==> src/rtl/mbist_march_engine_if.sv <==
// Memory-side bus of the MBIST March engine: one access strobe per cycle,
// read data returned exactly one cycle after a read strobe.
interface mbist_march_engine_if #(
    parameter int ADDR_W = 4,
    parameter int DATA_W = 8
);
    logic              mem_en;
    logic              mem_we;
    logic [ADDR_W-1:0] mem_addr;
    logic [DATA_W-1:0] mem_wdata;
    logic [DATA_W-1:0] mem_rdata;

    modport master (output mem_en, output mem_we, output mem_addr, output mem_wdata,
                    input mem_rdata);
    modport slave  (input mem_en, input mem_we, input mem_addr, input mem_wdata,
                    output mem_rdata);
endinterface

==> src/rtl/mbist_march_engine.sv <==
// MBIST March engine: runs March C- or MATS+ over a memory, counts read
// mismatches and logs unique failing addresses into spare rows for repair.
module mbist_march_engine #(
    parameter int ADDR_W     = 4,
    parameter int DATA_W     = 8,
    parameter int NUM_SPARES = 2,
    parameter int FCNT_W     = 8
) (
    input  logic                         clk,
    input  logic                         rst,
    input  logic                         start,
    input  logic                         alg_sel,
    mbist_march_engine_if.master         mem,
    output logic                         busy,
    output logic                         done,
    output logic                         fail,
    output logic [FCNT_W-1:0]            fail_count,
    output logic [NUM_SPARES-1:0]        spare_valid,
    output logic [NUM_SPARES*ADDR_W-1:0] spare_addr,
    output logic                         repairable
);
    typedef enum logic [1:0] {S_IDLE, S_RUN, S_DRAIN, S_DONE} state_t;

    localparam logic [ADDR_W-1:0] ADDR_MAX = '1;

    function automatic logic [2:0] last_elem(input logic alg);
        return alg ? 3'd2 : 3'd5;
    endfunction

    function automatic logic two_ops(input logic alg, input logic [2:0] e);
        return (e != 3'd0) && !(!alg && e == 3'd5);
    endfunction

    function automatic logic elem_down(input logic alg, input logic [2:0] e);
        return alg ? (e == 3'd2) : (e == 3'd3 || e == 3'd4);
    endfunction

    // Value read first in an element; a following write stores its complement.
    function automatic logic read_val(input logic alg, input logic [2:0] e);
        return alg ? (e == 3'd2) : (e == 3'd2 || e == 3'd4);
    endfunction

    function automatic logic [FCNT_W-1:0] sat_inc(input logic [FCNT_W-1:0] v);
        return (&v) ? v : v + FCNT_W'(1);
    endfunction

    state_t                  state;
    logic                    alg_r;
    logic [2:0]              elem_c;
    logic [ADDR_W-1:0]       addr_c;
    logic                    opi_c;
    logic                    fin_c;
    logic                    overflow;

    logic                    en_p0;
    logic                    we_p0;
    logic [ADDR_W-1:0]       addr_p0;
    logic [DATA_W-1:0]       wdata_p0;
    logic [DATA_W-1:0]       exp_p0;

    logic                    vld_p1;
    logic [ADDR_W-1:0]       cmp_addr_p1;
    logic [DATA_W-1:0]       cmp_exp_p1;

    logic [2:0]              nxt_elem;
    logic [ADDR_W-1:0]       nxt_addr;
    logic                    nxt_opi;
    logic                    is_last;
    logic                    op_we;
    logic [DATA_W-1:0]       op_data;
    logic                    mis_p1;
    logic                    hit;
    logic                    take;
    logic [NUM_SPARES-1:0]   alloc_oh;

    assign mem.mem_en    = en_p0;
    assign mem.mem_we    = we_p0;
    assign mem.mem_addr  = addr_p0;
    assign mem.mem_wdata = wdata_p0;

    // Sequencer: the counters hold the next op to issue; is_last flags the final op.
    assign op_we   = (elem_c == 3'd0) || opi_c;
    assign op_data = {DATA_W{read_val(alg_r, elem_c) ^ opi_c}};

    always_comb begin
        nxt_elem = elem_c;
        nxt_addr = addr_c;
        nxt_opi  = 1'b0;
        is_last  = 1'b0;
        if (two_ops(alg_r, elem_c) && !opi_c) begin
            nxt_opi = 1'b1;
        end else if (addr_c != (elem_down(alg_r, elem_c) ? '0 : ADDR_MAX)) begin
            nxt_addr = elem_down(alg_r, elem_c) ? addr_c - ADDR_W'(1) : addr_c + ADDR_W'(1);
        end else if (elem_c != last_elem(alg_r)) begin
            nxt_elem = elem_c + 3'd1;
            nxt_addr = elem_down(alg_r, elem_c + 3'd1) ? ADDR_MAX : '0;
        end else begin
            is_last = 1'b1;
        end
    end

    // Compare stage: read data arrives alongside the registered (addr, expected).
    assign mis_p1 = vld_p1 && (mem.mem_rdata != cmp_exp_p1);
    assign take   = mis_p1 && !hit;

    always_comb begin
        hit      = 1'b0;
        alloc_oh = '0;
        for (int i = 0; i < NUM_SPARES; i++) begin
            if (spare_valid[i] && spare_addr[i*ADDR_W +: ADDR_W] == cmp_addr_p1) hit = 1'b1;
            if (!spare_valid[i] && alloc_oh == '0) alloc_oh[i] = 1'b1;
        end
    end

    always_ff @(posedge clk) begin
        cmp_addr_p1 <= addr_p0;
        cmp_exp_p1  <= exp_p0;
    end

    always_ff @(posedge clk) begin
        if (rst) begin
            state       <= S_IDLE;
            alg_r       <= 1'b0;
            elem_c      <= '0;
            addr_c      <= '0;
            opi_c       <= 1'b0;
            fin_c       <= 1'b0;
            overflow    <= 1'b0;
            en_p0       <= 1'b0;
            we_p0       <= 1'b0;
            addr_p0     <= '0;
            wdata_p0    <= '0;
            exp_p0      <= '0;
            vld_p1      <= 1'b0;
            busy        <= 1'b0;
            done        <= 1'b0;
            fail        <= 1'b0;
            fail_count  <= '0;
            spare_valid <= '0;
            spare_addr  <= '0;
            repairable  <= 1'b0;
        end else begin
            vld_p1 <= en_p0 && !we_p0;
            if (mis_p1) begin
                fail       <= 1'b1;
                fail_count <= sat_inc(fail_count);
            end
            for (int i = 0; i < NUM_SPARES; i++) begin
                if (take && alloc_oh[i]) begin
                    spare_valid[i]                  <= 1'b1;
                    spare_addr[i*ADDR_W +: ADDR_W] <= cmp_addr_p1;
                end
            end
            if (take && alloc_oh == '0) overflow <= 1'b1;

            case (state)
                S_IDLE, S_DONE: begin
                    if (start) begin
                        state       <= S_RUN;
                        alg_r       <= alg_sel;
                        elem_c      <= '0;
                        addr_c      <= '0;
                        opi_c       <= 1'b0;
                        fin_c       <= 1'b0;
                        overflow    <= 1'b0;
                        busy        <= 1'b1;
                        done        <= 1'b0;
                        fail        <= 1'b0;
                        fail_count  <= '0;
                        spare_valid <= '0;
                        spare_addr  <= '0;
                        repairable  <= 1'b0;
                    end
                end
                S_RUN: begin
                    if (fin_c) begin
                        en_p0 <= 1'b0;
                        we_p0 <= 1'b0;
                        state <= S_DRAIN;
                    end else begin
                        en_p0    <= 1'b1;
                        we_p0    <= op_we;
                        addr_p0  <= addr_c;
                        wdata_p0 <= op_data;
                        exp_p0   <= op_data;
                        if (is_last) begin
                            fin_c <= 1'b1;
                        end else begin
                            elem_c <= nxt_elem;
                            addr_c <= nxt_addr;
                            opi_c  <= nxt_opi;
                        end
                    end
                end
                S_DRAIN: begin
                    state      <= S_DONE;
                    busy       <= 1'b0;
                    done       <= 1'b1;
                    repairable <= !(overflow || (take && alloc_oh == '0));
                end
                default: state <= S_IDLE;
            endcase
        end
    end
endmodule
==> src/flat_wrapper.sv <==
// flat-port wrapper written by rule: the top's interface ports become plain ports
module mbist_march_engine_flat 
#(
    parameter int ADDR_W     = 4,
    parameter int DATA_W     = 8,
    parameter int NUM_SPARES = 2,
    parameter int FCNT_W     = 8
)
  (clk, rst, start, alg_sel, busy, done, fail, fail_count, spare_valid, spare_addr, repairable, mem_mem_en, mem_mem_we, mem_mem_addr, mem_mem_wdata, mem_mem_rdata);
  mbist_march_engine_if #(.ADDR_W(ADDR_W), .DATA_W(DATA_W)) mem_i ();
  input  logic clk;
  input  logic rst;
  input  logic start;
  input  logic alg_sel;
  output logic busy;
  output logic done;
  output logic fail;
  output logic [FCNT_W-1:0] fail_count;
  output logic [NUM_SPARES-1:0] spare_valid;
  output logic [NUM_SPARES*ADDR_W-1:0] spare_addr;
  output logic repairable;
  output wire logic [$bits(mem_i.mem_en)-1:0] mem_mem_en;
  output wire logic [$bits(mem_i.mem_we)-1:0] mem_mem_we;
  output wire logic [$bits(mem_i.mem_addr)-1:0] mem_mem_addr;
  output wire logic [$bits(mem_i.mem_wdata)-1:0] mem_mem_wdata;
  input wire logic [$bits(mem_i.mem_rdata)-1:0] mem_mem_rdata;
  assign mem_mem_en = mem_i.mem_en;
  assign mem_mem_we = mem_i.mem_we;
  assign mem_mem_addr = mem_i.mem_addr;
  assign mem_mem_wdata = mem_i.mem_wdata;
  assign mem_i.mem_rdata = mem_mem_rdata;
  mbist_march_engine #(.ADDR_W(ADDR_W), .DATA_W(DATA_W), .NUM_SPARES(NUM_SPARES), .FCNT_W(FCNT_W)) u_core (.clk(clk), .rst(rst), .start(start), .alg_sel(alg_sel), .mem(mem_i), .busy(busy), .done(done), .fail(fail), .fail_count(fail_count), .spare_valid(spare_valid), .spare_addr(spare_addr), .repairable(repairable));
endmodule
==> config.mk <==
export PLATFORM = sky130hd
export DESIGN_NAME = mbist_march_engine_flat
export DESIGN_NICKNAME = d
export VERILOG_FILES = /design/src/rtl/mbist_march_engine_if.sv /design/src/rtl/mbist_march_engine.sv /design/src/flat_wrapper.sv
export SDC_FILE = /design/constraint.sdc
export NUM_CORES = 1
export LEC_CHECK = 0
export CORE_ASPECT_RATIO = 1.25
export CORE_MARGIN = 1.5
export CORE_UTILIZATION = 38
export DETAILED_ROUTE_END_ITERATION = 10
export GPL_TIMING_DRIVEN = 0
export PLACE_DENSITY = 0.6
export SYNTH_ARGS = -nofsm -noshare
export SYNTH_HDL_FRONTEND = slang
export SYNTH_SLANG_ARGS = --single-unit
export TNS_END_PERCENT = 20
==> constraint.sdc <==
create_clock -name clk -period 2.4 [get_ports clk]
set_input_delay 0.72 -clock clk [delete_from_list [all_inputs] [get_ports clk]]
set_output_delay 0.72 -clock clk [all_outputs]
set_load 0.03 [all_outputs]
# == Yosys cells after proc, flatten, opt, wreduce, memory -nomap -nowiden ==
# Cells that the tools add are included.
# totals
ff_bits,48
in_bits,12
out_inout_bits,36
wordCells,153
# classes
n_addsub,4
n_eq_ne,23
muxes,63
bitwise,2
n_reduce_logical,40
# op_table
operator,count
$mux 8,6
$mux 4,11
$mux 1,27
$mux 3,7
$eq 3x2->1 const B,4
$logic_and 1x1->1,12
$ne 2x2->1 const B,5
$pmux 1 s2,5
$reduce_and 2->1,5
$eq 3x3->1 const B,3
$add 8x1->8 const B,1
$eq 4x4->1,2
$mux 2,4
$ne 8x8->1,1
$pmux 4 s2,1
$reduce_and 8->1,1
$logic_not 1->1,7
$reduce_and 7->1,1
$pmux 2 s3,1
$pmux 3 s2,1
$reduce_and 6->1,1
$logic_or 1x1->1,5
$add 4x1->4 const B,1
$eq 2x2->1 const B,2
other kinds (15),18

# == Longest topological paths before layout ==
# Gate-level depths: netlist (run 1).
# logic_depth
depth_word,11
ltp_mapped,12
ltp_nobuf,12

# == Worst setup path after synthesis (run 1) ==
# OpenSTA, ideal clock, no wires.
# synth_path
path_type,flip-flop to flip-flop
start,register u_core.elem_c[0]
end,register u_core.addr_c[1]
setup_time_ns,0.070
arrival_time_ns,2.548
required_ns,2.330
slack_ns,-0.218
path_stages_with_launch,11
n_path_buf,0
period_less_slack_ns,2.618
cell_sequence,dfxtp_1 inv_1 ha_1 mux2i_1 o21ai_0 ha_1 and2_1 o311ai_4 nor2_2 or4_4 o2bb2ai_1
# synth_between
elab_chain_cells,11
elab_cells_between_ends,35
cone_classes,add/sub (1); eq/ne (12); mux (14); reduce/logical (8)
# synth_lines
element,line,rtl
start: declaration,mbist_march_engine.sv:49,logic [2:0] elem_c;
start signal: assignment,mbist_march_engine.sv:189,elem_c <= nxt_elem;
$add 3x1->3,mbist_march_engine.sv:96,"nxt_addr = elem_down(alg_r, elem_c + 3'd1) ? ADDR_MAX : '0;"
$eq 3x2->1 or $eq 3x3->1 (tied branches),mbist_march_engine.sv:35,return alg ? (e == 3'd2) : (e == 3'd3 || e == 3'd4);
$logic_or 1x1->1,mbist_march_engine.sv:35,
$mux 1,mbist_march_engine.sv:35,
$mux 4,mbist_march_engine.sv:96,
$mux 4,mbist_march_engine.sv:94,end else if (elem_c != last_elem(alg_r)) begin
$mux 4,mbist_march_engine.sv:92,"end else if (addr_c != (elem_down(alg_r, elem_c) ? '0 : ADDR_MAX)) begin"
$mux 4,mbist_march_engine.sv:90,"if (two_ops(alg_r, elem_c) && !opi_c) begin"
$mux 4,mbist_march_engine.sv:186,if (is_last) begin
$mux 4,mbist_march_engine.sv:176,if (fin_c) begin
$pmux 4 s2,mbist_march_engine.sv:156,case (state)
end signal: assignment,mbist_march_engine.sv:190,addr_c <= nxt_addr;
end: declaration,mbist_march_engine.sv:50,logic [ADDR_W-1:0] addr_c;
# Parallel ways exist; a longest one is shown, timed or not. The select of a mux whose other input is x is not followed.
# A chain may end at the register's enable or synchronous reset.

# == Worst setup path after layout (run 1) ==
# layout_path
start,register u_core.elem_c[1]
end,register u_core.elem_c[0]
# layout_between
elab_chain_cells,9
elab_cells_between_ends,22
cone_classes,eq/ne (10); mux (5); reduce/logical (7)
# layout_lines
element,line
$eq 3x2->1 or $eq 3x3->1 (tied branches),mbist_march_engine.sv:35
$logic_or 1x1->1,mbist_march_engine.sv:35
$mux 1,mbist_march_engine.sv:35
$mux 4,mbist_march_engine.sv:92
$ne 4x4->1,mbist_march_engine.sv:92
$mux 1,mbist_march_engine.sv:92
$mux 1,mbist_march_engine.sv:90
$ne 2x2->1 (no source line),-
$reduce_and 7->1 (no source line) (*),-
# Mark *: on every way between the ends. The rest lies on a longest branch, timed or not.

==> results of run 1 <==
==> kinds of logic after synthesis <==
group                    Yosys count
multiplexers                      14
XOR/XNOR                          14
buffers and inverters             29
adder cells (fa/ha/maj)           12
AND/OR/NAND/NOR                  117
AO/OA/AOI/OAI                     53
flip-flops                        48
==> timing repair <==
item,in CTS,in global routing
endpoints found under the setup margin,12,12
pin swaps,3,3
hold endpoints to repair,0,0
hold buffers,0,0
setup buffers,4,6
gates resized for setup,14,15
==> routing by layer <==
metal,global-route usage [%],routed length [um]
met5,0,0
met1,19.5,2350
met4,6.25,99
met2,28.3,2800
met3,3.13,157
==> critical path: stages, from the launching register on <==
cell and delay, ps:
dfxtp_4 410, inv_4 60, ha_4 170, mux2i_4 190
o21ai_4 110, ha_4 280, and2_4 150, o311ai_4 140
nor4_4 360, mux2_4 340, a21oi_2 120
==> per-stage QoR <==
| step | hold WS, ps | cell area (um2) | power [mW] | TNS (ps) | utilization, % |
|---|---|---|---|---|---|
| CTS | 377 | 3270 | 2.23 | 0 | 52.4 |
| detailed placement | 364 | 3070 | 1.71 | -4990 | 49.1 |
| floorplan | 424 | 2490 | 1.47 | 0 | - |
| global route | 391 | 3380 | 2.37 | -505 | 54.1 |
| global placement | 362 | 3070 | 1.71 | -4870 | 49.1 |
| finish | 374 | 3380 | 2.22 | 0 | 54.1 |
==> final cells by class <==
type / count / area share, %
tap: 85 / 3.14
timing repair buffer: 57 / 16.1
multi-input combinational: 210 / 44.9
buffer: 16 / 2.81
sequential: 48 / 28.6
inverter: 12 / 1.55
clock inverter: 2 / 0.407
clock buffer: 6 / 2.44
==> cells in the final DEF, fill, tap and decap left out, types with 7 or more instances in the layout <==
| master | count |
|---|---|
| clkdlybuf4s50_1 | 47 |
| dfxtp_1 | 46 |
| nor2_1 | 38 |
| nand2_1 | 30 |
| a21oi_1 | 19 |
| buf_4 | 17 |
| mux2i_1 | 11 |
| inv_1 | 10 |
| xor2_1 | 10 |
| nand3_1 | 9 |
| o21ai_0 | 9 |
| clkbuf_1 | 7 |
==> state kept, by name, summed over array words and instances, names as in the netlist <==
register / flops
u_core.vld_p1: 1
u_core.spare_addr: 8
u_core.repairable: 1
u_core.mem.mem_we: 1
u_core.overflow: 1
u_core.alg_r: 1
u_core.fail_count: 8
u_core.opi_c: 1
u_core.spare_valid: 2
u_core.fail: 1
u_core.fin_c: 1
u_core.addr_c: 4
u_core.elem_c: 3
u_core.busy: 1
u_core.mem.mem_addr: 4
u_core.done: 1
u_core.state: 2
u_core.cmp_addr_p1: 4
u_core.cmp_exp_p1: 1
u_core.mem.mem_wdata: 1
u_core.mem.mem_en: 1
==> report_power, final <==
group          leakage (nW)  internal (mW)  switching [mW]
clock network        0.0516          0.236           0.272
registers             0.390          0.864          0.0657
logic                 0.761          0.271           0.507
==> worst max path at each step <==
| stage | from | cells after the start | to | slack [ps] |
|---|---|---|---|---|
| 2_1_floorplan | u_core.elem_c[0] | 10 | u_core.addr_c[1] | 4 |
| 3_3_place_gp | mem_mem_rdata[4] | 7 | u_core.spare_addr[2] | -360 |
| 3_5_place_dp | mem_mem_rdata[4] | 7 | u_core.spare_addr[0] | -350 |
| 4_1_cts | u_core.elem_c[1] | 10 | u_core.addr_c[3] | 1 |
| 5_1_grt | u_core.elem_c[1] | 10 | u_core.elem_c[2] | -110 |
| 6_report | u_core.elem_c[1] | 10 | u_core.elem_c[0] | 0.2 |
==> results.sh, run 1 <==
export IMPL_status="completed"
export IMPL_whs_path_depth=0
export IMPL_reg2reg_slack_ps=0.2
export IMPL_cp_arrival_ps=2630
export IMPL_tightest_slew_ps=745
export IMPL_cts_num_sinks=48
export IMPL_max_slew_margin_pct=49.6
export IMPL_place_inst=419
export IMPL_routed_wl_mm=5.41
export IMPL_drv_slew=0
export IMPL_first_global_vias=1988
export IMPL_area_growth_pct=36.7
export IMPL_fmax_mhz=417
export IMPL_hold_path_class="flip-flop to flip-flop"
export IMPL_cts_root_buf="clkbuf_8"
export IMPL_synth_area_um2=2470
export IMPL_final_layout_size_suffix_gt1_share_pct=16.2
export IMPL_synth_top_area_cell="dfxtp_1"
export IMPL_synthXorXnorAreaFrac_pct=4.96
export IMPL_synth_edf_count=0
export IMPL_syn_inst=287
export IMPL_min_to="u_core.cmp_addr_p1[2]"
export IMPL_fin_nets=374
export IMPL_path_class="flip-flop to flip-flop"
export IMPL_p_leak_nw=1.20
export IMPL_cts_buffers=5
export IMPL_fin_crit_sh_pct=100
export IMPL_core_area_um2=6250
export IMPL_yosys_area_share_simple_pct=23.8
export IMPL_antenna_found_initial=0
export IMPL_grt_pass1_wl_mm=9.04
export IMPL_ff2ff_path_depth=10
export IMPL_htreeDepth=2
export IMPL_die_x_um=75.2
export IMPL_ys_warn_count=0
export IMPL_final_seq_area_um2=968
export IMPL_crit_required_ps=2630
export IMPL_hpwlAfterDp_mm=4.00
export IMPL_cts_clk_slew_worst_paths_ps=90
export IMPL_grt_remaining_overflow=0
export IMPL_async_flop_share_pct=0
export IMPL_synth_area_per_cell_um2=8.62
export IMPL_dr_pass1_iters=4
export IMPL_cts_max_path_buffers=2
export IMPL_drtIter0Drc=74
export IMPL_initial_core_util_pct=39.6
export IMPL_rows=32
export IMPL_antenna_left=0
export IMPL_fin_skew_ps=6.01
export IMPL_fillers=603
export IMPL_dpl_worst_slack_ps=-348
export IMPL_viasPerCell=4.98
export IMPL_drc_errors=0
export IMPL_multi_input_area_um2=1520
export IMPL_ys_ff_latch=48
export IMPL_power_density_nw_per_um2=655
export IMPL_yosysUniqueCellTypes=51
export IMPL_synth_compound_area_share_pct=14.5
export IMPL_numPortBuffers=47
export IMPL_worstSetupEndpointType="flip-flop"
export IMPL_grt_setup_unrepaired="yes"
export IMPL_maxCapViolations=0
export IMPL_globalplace_congestion=0.845
export IMPL_rr_startpoint="u_core.elem_c[1]"
export IMPL_fin_crit_ps=2400
export IMPL_yosysMostFrequentCell="dfxtp_1"
export IMPL_fin_cells=436
export IMPL_vdd_ir_drop_max_v=0.000320
export IMPL_ys_seq_area_share_pct=38.8
export IMPL_critPathMaxFanout=7
export IMPL_synth_nets=311
export IMPL_grt_usage_pct=16.4
export IMPL_pin_count=48
export IMPL_die_h_um=93.2
export IMPL_synth_top_cell_area_share_pct=38.8
export IMPL_cts_tree="yes"
export IMPL_r2r_end="u_core.elem_c[0]"
export IMPL_synth_area_mux_share_pct=5.77
export IMPL_num_vias=2172
export IMPL_start_kind="flip-flop"
export IMPL_synthTopCellsByCount="48 x dfxtp_1, 38 x nor2_1, 31 x nand2_1"
export IMPL_clock_latency_ps=300
export IMPL_synth_top_family_by_area="simple AND/OR/NAND/NOR gates"
export IMPL_synth_area_leaders="dfxtp_1 39%, nor2_1 5.8%, ha_1 5.6%"
export IMPL_die_area_um2=7010
export IMPL_grt_max_degree=16
export IMPL_synth_ff_type="dfxtp_1"
export IMPL_setup_viol=0
export IMPL_synthAdderAreaFrac_pct=6.37
export IMPL_setup_ws_ps=0.211
export IMPL_hold_viol_final=0
export IMPL_diodes=0
export IMPL_min_delay_start="u_core.mem.mem_addr[2]"
export IMPL_wl_per_cell_um=12.4
No activity file was read; power rests on OpenSTA's default activity.
==> inputs of run 2 (changes only) <==
PLACE_DENSITY = 0.72   (was 0.6)
==> run 2 against run 1 <==
The run now ends with negative setup slack left. Flip-flop and latch count stayed put. Clock skew rose by 2.4 ps. Sequential power about the same. Critical path depth up 2. Global-route usage grew 0.42 points. Clock power is essentially flat. Cell count stayed put. Critical path type unchanged. Highest routed layer unchanged.
==> results.sh, run 2 (synthesis results as in run 1) <==
export IMPL_status="finished with violations"
export IMPL_violations="negative setup slack"
export IMPL_hold_viol_final=0
export IMPL_drc_errors=0
export IMPL_vdd_ir_drop_max_v=0.000287
export IMPL_fmax_mhz=414
export IMPL_grt_pass1_wl_mm=9.29
export IMPL_grt_setup_unrepaired="yes"
export IMPL_fin_crit_ps=2420
export IMPL_power_density_nw_per_um2=656
export IMPL_min_delay_start="u_core.mem.mem_addr[1]"
export IMPL_setup_ws_ps=-15.7
export IMPL_crit_required_ps=2640
export IMPL_rows=32
export IMPL_core_area_um2=6250
export IMPL_wl_per_cell_um=12.7
export IMPL_fin_skew_ps=8.44
export IMPL_antenna_found_initial=0
export IMPL_hpwlAfterDp_mm=4.06
export IMPL_critPathMaxFanout=4
export IMPL_multi_input_area_um2=1530
export IMPL_initial_core_util_pct=39.6
export IMPL_first_global_vias=2164
export IMPL_fin_nets=374
export IMPL_cp_arrival_ps=2650
export IMPL_fin_tns_setup_ps=-38.0
export IMPL_layout_commonest_cell="clkdlybuf4s50_1"
export IMPL_antenna_left=0
export IMPL_fin_crit_sh_pct=101
export IMPL_ff2ff_path_depth=12
export IMPL_die_h_um=93.2
export IMPL_cts_clk_slew_worst_paths_ps=90
export IMPL_crit_start="u_core.elem_c[0]"
export IMPL_area_growth_pct=37.0
export IMPL_top_regs="u_core.fail_count (8), u_core.spare_addr (8)"
export IMPL_final_layout_size_suffix_gt1_share_pct=16.5
export IMPL_diodes=0
export IMPL_viasPerCell=5.12
export IMPL_wl_met2_mm=3.01
export IMPL_grt_max_degree=16
export IMPL_reg2reg_slack_ps=-20
export IMPL_die_x_um=75.2
export IMPL_dr_max_layer_used="met4"
export IMPL_globalplace_congestion=0.839
export IMPL_die_area_um2=7010
export IMPL_setup_viol=4
export IMPL_tightest_slew_ps=800
export IMPL_htreeDepth=2
export IMPL_fillers=577
export IMPL_path_class="flip-flop to flip-flop"
export IMPL_final_seq_area_um2=970
export IMPL_grt_usage_pct=16.8
export IMPL_grt_remaining_overflow=0
export IMPL_cts_tree="yes"
export IMPL_worstSetupEndpointType="flip-flop"
export IMPL_endpoint="u_core.addr_c[0]"
export IMPL_wl_met1_mm=2.30
export IMPL_routed_wl_mm=5.54
export IMPL_maxCapViolations=0
export IMPL_p_leak_nw=1.20
export IMPL_max_slew_margin_pct=45.9
export IMPL_pin_count=48
export IMPL_numPortBuffers=47
export IMPL_rr_startpoint="u_core.elem_c[0]"
export IMPL_cts_buffers=5
export IMPL_drv_slew=0
export IMPL_final_cell_mix="47 x clkdlybuf4s50_1, 45 x dfxtp_1, 37 x nor2_1, 30 x nand2_1, 19 x a21oi_1"
export IMPL_cts_root_buf="clkbuf_8"
export IMPL_cts_num_sinks=48
export IMPL_clock_latency_ps=300
export IMPL_num_vias=2231
export IMPL_start_kind="flip-flop"
export IMPL_met3WireLength_um=157
export IMPL_r2r_end="u_core.addr_c[0]"
export IMPL_drtIter0Drc=62
export IMPL_dr_pass1_iters=4
export IMPL_hold_path_class="flip-flop to flip-flop"
export IMPL_hold_buffers=0
export IMPL_p_total_mw=2.22
export IMPL_cts_max_path_buffers=2
-- run 2: cell counts in the layout (fill, tap and decap cells not counted) --
No cell type changed its count.
-- run 2: critical path, stage by stage, from the launching register on --
cell	delay (ps)
dfxtp_4	380
inv_4	80
ha_4	130
nor2b_4	170
nand2_2	80
o21ai_4	110
ha_4	230
and2_4	160
o311ai_4	110
buf_4	190
nor2_2	40
or4_4	520
mux2i_1	130
-- run 2: layout make-up --
| cell class | instances | share of cell area, % |
|---|---|---|
| clock inverters | 2 | 0.406 |
| inverters | 12 | 1.48 |
| well taps | 85 | 3.14 |
| flip-flops and latches | 48 | 28.6 |
| repair buffers | 57 | 16.1 |
| multi-input cells | 210 | 45.0 |
| clock buffers | 6 | 2.44 |
| plain buffers | 16 | 2.81 |
-- run 2: metrics by stage --
stage	std cells	hold slack, ps	utilization, %	setup WS (ps)	area, um2
after detailed placement	419	360	49.1	-404	3070
final	436	374	54.2	-15.7	3390
after CTS	434	373	53.0	-22.1	3310
after global placement	419	365	49.1	-341	3070
after global routing	436	375	54.2	-108	3390
after floorplan	287	424	-	3.91	2490
-- run 2: routing by layer --
| metal | vias to the layer above | global-route usage, % |
|---|---|---|
| li1 | 1120 | - |
| met1 | 1062 | 18.1 |
| met2 | 40 | 31.7 |
| met3 | 9 | 3.13 |
| met4 | 0 | 5.51 |
| met5 | - | 0 |
-- run 2: how the worst min path moves through the flow --
stage                       endpoint  slack (ps)  depth (start not counted)
3_5_place_dp   u_core.cmp_addr_p1[1]         360                          0
5_1_grt        u_core.cmp_addr_p1[1]         380                          0
4_1_cts        u_core.cmp_addr_p1[1]         370                          0
6_report       u_core.cmp_addr_p1[1]         370                          0
2_1_floorplan        u_core.overflow         420                          2
3_3_place_gp   u_core.cmp_addr_p1[1]         360                          0
-- run 2: repair_timing --
item / CTS / global route
pin swaps: 9 / 6
resized for setup: 21 / 9
buffers inserted: 7 / 3
cloned: 0 / 0
setup endpoints to repair: 15 / 22
-- run 2: power by group --
part           total [mW]  internal [mW]  leakage, nW  switching (mW)
clock               0.510          0.236       0.0516           0.274
combinational       0.783          0.272        0.760           0.511
sequential          0.929          0.864        0.390          0.0648
total                2.22           1.37         1.20           0.850
